## src/rtl/serial_sub.sv

```systemverilog
// Digit-serial subtractor: d = a - b - bin over WIDTH bits, DIGIT bits per clock,
// with a registered borrow chain and valid/ready handshakes on input and output.
module serial_sub #(
   parameter int WIDTH  = 8,
   parameter int DIGIT  = 1,
   parameter bit SIGNED = 1'b0
) (
   input  logic             clk,
   input  logic             rst,
   input  logic             in_valid,
   output logic             in_ready,
   input  logic [WIDTH-1:0] a,
   input  logic [WIDTH-1:0] b,
   input  logic             bin,
   output logic             out_valid,
   input  logic             out_ready,
   output logic [WIDTH-1:0] d,
   output logic             bout,
   output logic             ovf
);

   localparam int C  = WIDTH / DIGIT;
   localparam int CW = (C > 1) ? $clog2(C) : 1;

   generate
      if ((DIGIT < 1) || (DIGIT > WIDTH) || ((WIDTH % DIGIT) != 0)) begin : g_bad_param
         $error("serial_sub: WIDTH must be a multiple of DIGIT and 1 <= DIGIT <= WIDTH");
      end
   endgenerate

   typedef enum logic [1:0] {
      S_IDLE = 2'd0,
      S_BUSY = 2'd1,
      S_DONE = 2'd2
   } state_t;

   state_t           r_state;
   logic [WIDTH-1:0] r_a;
   logic [WIDTH-1:0] r_b;
   logic [WIDTH-1:0] r_d;
   logic             r_brw;
   logic             r_bout;
   logic             r_ovf;
   logic             r_in_ready;
   logic             r_out_valid;
   logic [CW-1:0]    r_cnt;

   logic [DIGIT-1:0]       w_dig;
   logic [DIGIT:0]         w_bc;
   logic [WIDTH+DIGIT-1:0] w_cat;
   logic [WIDTH-1:0]       w_d_next;
   logic                   w_last;
   logic                   w_ovf_next;

   // Ripple of DIGIT full subtractors on the low bits; w_bc[i] is the borrow into bit i.
   always_comb begin
      w_bc    = '0;
      w_dig   = '0;
      w_bc[0] = r_brw;
      for (int i = 0; i < DIGIT; i++) begin
         w_dig[i]  = r_a[i] ^ r_b[i] ^ w_bc[i];
         w_bc[i+1] = (~r_a[i] & r_b[i]) | (~(r_a[i] ^ r_b[i]) & w_bc[i]);
      end
   end

   // New digit enters d from the MSB end; older digits move toward the LSB.
   always_comb begin
      w_cat      = {w_dig, r_d} >> DIGIT;
      w_d_next   = w_cat[WIDTH-1:0];
      w_last     = (r_cnt == CW'(C - 1));
      w_ovf_next = SIGNED ? (w_bc[DIGIT-1] ^ w_bc[DIGIT]) : w_bc[DIGIT];
   end

   // Control FSM with datapath shift registers and registered handshake outputs.
   always_ff @(posedge clk or posedge rst) begin
      if (rst) begin
         r_state     <= S_IDLE;
         r_a         <= '0;
         r_b         <= '0;
         r_d         <= '0;
         r_brw       <= 1'b0;
         r_bout      <= 1'b0;
         r_ovf       <= 1'b0;
         r_cnt       <= '0;
         r_in_ready  <= 1'b1;
         r_out_valid <= 1'b0;
      end else begin
         case (r_state)
            S_IDLE: begin
               if (in_valid) begin
                  r_a        <= a;
                  r_b        <= b;
                  r_brw      <= bin;
                  r_cnt      <= '0;
                  r_in_ready <= 1'b0;
                  r_state    <= S_BUSY;
               end
            end
            S_BUSY: begin
               r_a   <= r_a >> DIGIT;
               r_b   <= r_b >> DIGIT;
               r_d   <= w_d_next;
               r_brw <= w_bc[DIGIT];
               r_cnt <= r_cnt + CW'(1);
               if (w_last) begin
                  r_bout      <= w_bc[DIGIT];
                  r_ovf       <= w_ovf_next;
                  r_out_valid <= 1'b1;
                  r_state     <= S_DONE;
               end
            end
            S_DONE: begin
               if (out_ready) begin
                  r_out_valid <= 1'b0;
                  r_in_ready  <= 1'b1;
                  r_state     <= S_IDLE;
               end
            end
            default: begin
               r_out_valid <= 1'b0;
               r_in_ready  <= 1'b1;
               r_state     <= S_IDLE;
            end
         endcase
      end
   end

   assign in_ready  = r_in_ready;
   assign out_valid = r_out_valid;
   assign d         = r_d;
   assign bout      = r_bout;
   assign ovf       = r_ovf;

endmodule

```

## config.mk

```make
export PLATFORM = sky130hd
export DESIGN_NAME = serial_sub
export DESIGN_NICKNAME = d
export VERILOG_FILES = /design/src/rtl/serial_sub.sv
export SDC_FILE = /design/constraint.sdc
export NUM_CORES = 1
export LEC_CHECK = 0
export BUFFER_PORTS_ARGS = -buffer_cell sky130_fd_sc_hd__buf_2
export CORE_MARGIN = 2
export CORE_UTILIZATION = 54
export DETAILED_ROUTE_END_ITERATION = 10
export HOLD_SLACK_MARGIN = 0.15
export PLACE_DENSITY = 0.76
export SLEW_MARGIN = 25
export SYNTH_ARGS = -nofsm -noshare
export SYNTH_HDL_FRONTEND = slang
export SYNTH_SLANG_ARGS = --single-unit
```

## constraint.sdc

```tcl
create_clock -name clk -period 2.2 [get_ports clk]
set_clock_uncertainty 0.1 [all_clocks]
set_input_delay 0.11 -clock clk [delete_from_list [all_inputs] [get_ports clk]]
set_output_delay 0.11 -clock clk [all_outputs]
set_load 0.1 [all_outputs]
```

==> impl_metrics.json <==
{
  "hold_path.startpoint": "a[4]",
  "post_drt_wl_per_cell_um": 14.4,
  "endpoint_kind": "flop",
  "synth_xor_area_share_pct": 0,
  "slew_violations": 0,
  "setup_viol": 0,
  "vias_per_cell": 5.73,
  "syn_to_final_growth_pct": 25.0,
  "clock-root-buffer": "clkbuf_4",
  "status": "finished, final reports clean",
  "r2r_end": "d[3]",
  "overflow": 0,
  "r2r-start": "r_state[1]",
  "rows": 19,
  "grt_max_degree": 20,
  "postSynthAreaPerCell_um2": 11.0,
  "top_usage_layer": "met2",
  "synth_simple_gate_area_share_pct": 8.97,
  "cap_viol_max_count": 0,
  "coreArea_um2": 2730,
  "use_met2_pct": 34.9,
  "fin_crit_sh_pct": 74.0,
  "cts_tree": "done",
  "ys_types": 30,
  "syn_nets": 165,
  "fmax_mhz": 614,
  "grt_pass1_vias": 1246,
  "r2r_slack_ns": 0.57,
  "n_fill_cell": 209,
  "met3_usage_pct": 7.26,
  "worst_pin_slew_ns": 0.549,
  "drc_errors": 0,
  "drt-total-wl_um": 3190,
  "setup_tns_ns": 0,
  "rr_worst_depth": 2,
  "antenna-diode-count": 0,
  "vias": 1272,
  "synth_compound_area_share_pct": 21.1,
  "grt_first_pass_wirelength_um": 5380,
  "synth.mux.area_fraction_pct": 6.06,
  "cts_made_buffers": 5,
  "path_clk_slew_ns": 0.10,
  "htreeDepth": 2,
  "fp.dieArea_um2": 3310,
  "yosys.area_share.adder_pct": 2.91,
  "initial_core_util_pct": 56.7,
  "path_class": "reg -> reg",
  "track_usage_pct": 21.4,
  "drive_gt1_share_pct": 27.7,
  "hold_viol": 0,
  "clock_sinks": 33,
  "io_buffers": 32,
  "post_cts_buffers": 0,
  "antenna_found_initial": 0,
  "arrival_ns": 1.75,
  "yosys_warnings": 0,
  "die_w_um": 57.6,
  "synth-seq-cells": 33,
  "hold-path-endpoint": "r_a[4]",
  "die_h_um": 57.6,
  "critPathLaunchType": "flop",
  "clk_latency_ns": 0.33,
  "max_slew_margin_pct": 63.4,
  "seq_area_frac_synth_pct": 53.4,
  "cts_resized": 0,
  "syn-instance-count": 141,
  "pin_count": 33,
  "cts_hold_buffers": 19,
  "hold_class": "in -> reg",
  "syn-cell-area_um2": 1550,
  "dp_hpwl_um": 2160,
  "grt_use_met1_pct": 25.5,
  "synth_top_family_by_area": "compound AO/OA/AOI/OAI gates",
  "drt-initial-drc-count": 36,
  "gp_congestion": 0.817,
  "crit_required_ns": 2.33,
  "cts_max_path_buffers": 2,
  "worstHoldPathCells": 4,
  "post-route-min-period_ns": 1.63,
  "rsz0062_at_grt": "false",
  "path_max_fanout": 19,
  "ant_nets": 0,
  "layout_common_cells": "dfrtp_1, buf_2, dlygate4sd3_1, a21oi_1, o22ai_1",
  "drt-pass1-iter-count": 5,
  "fin_nets": 214
}
logic make-up (layout without fill, tap and decap cells):
family / Yosys count / count (layout)
DFF: 33 / 33
AOI/OAI and AO/OA: 53 / 53
adders and majority gates: 3 / 3
muxes: 8 / 8
buffers and inverters: 21 / 71
and+or+nand+nor: 23 / 23
state kept, by name (all words and copies together) (netlist names):
signal,flops
d,8
in_ready,1
out_valid,1
ovf,1
r_a,8
r_b,8
r_brw,1
r_cnt,3
r_state,2
final cells by class:
cell class / instances / area [um^2] / share of cell area [%]
clock buffers: 8 / 58.8 / 3.04
inverters: 9 / 33.8 / 1.75
multi-input cells: 87 / 604 / 31.2
flip-flops and latches: 33 / 827 / 42.7
well taps: 31 / 38.8 / 2.00
repair buffers: 54 / 373 / 19.3
worst max path at each step:
| stage | startpoint | to | slack [ns] | cells after the start |
|---|---|---|---|---|
| 2_1_floorplan | ovf | ovf | 0.65 | 1 |
| 3_3_place_gp | r_state[1] | d[6] | 0.62 | 2 |
| 3_5_place_dp | r_state[1] | d[3] | 0.58 | 2 |
| 4_1_cts | r_state[1] | d[3] | 0.58 | 2 |
| 5_1_grt | r_state[0] | r_cnt[2] | 0.45 | 3 |
| 6_report | r_state[1] | d[3] | 0.57 | 2 |
routing by layer:
metal  wire length (um)  share of wire, %
met1               1380                43
met2               1590                50
met3                164               5.1
met4                 57               1.8
met5                  0                 0
stage by stage:
step	utilization, %	instance area (um^2)	hold slack, ns	worst slack, ns	cells
after floorplan	-	1550	0.0963	0.650	141
after global routing	70.8	1940	0.207	0.448	222
after detailed placement	61.7	1690	0.0811	0.584	195
after CTS	70.8	1940	0.168	0.584	222
after global placement	61.7	1690	0.0674	0.620	195
final	70.8	1940	0.177	0.572	222
Yosys cell counts, drive strengths merged:
| cell type | count | share of area, % |
|---|---|---|
| a22o | 3 | 1.7 |
| nor2b | 2 | 0.81 |
| or4b | 1 | 0.65 |
| clkbuf | 2 | 0.48 |
| nand2 | 4 | 0.97 |
| buf | 10 | 4.9 |
| nor3b | 4 | 1.9 |
| nand2b | 2 | 1.3 |
| a221oi | 1 | 0.97 |
| o22a | 4 | 2.3 |
| mux2 | 8 | 6.1 |
| nor2 | 7 | 1.7 |
| ha | 2 | 1.6 |
| dfrtp | 32 | 52 |
| nand3b | 1 | 0.48 |
| inv | 9 | 2.2 |
| dfstp | 1 | 1.7 |
| or3b | 2 | 1.1 |
| o31ai | 1 | 0.48 |
| a22oi | 2 | 0.97 |
| o21ai | 13 | 4.2 |
| a21oi | 15 | 4.8 |
| o22ai | 14 | 5.7 |
| fa | 1 | 1.3 |
critical path, cell delays in order (launching register included):
cell	delay (ns)
dfrtp_1	0.69
nand2b_4	0.37
mux2_2	0.36
Power is left out: the tool's default activity adds up to more than one toggle a clock period on the data nets, which glitch-free logic cannot reach.
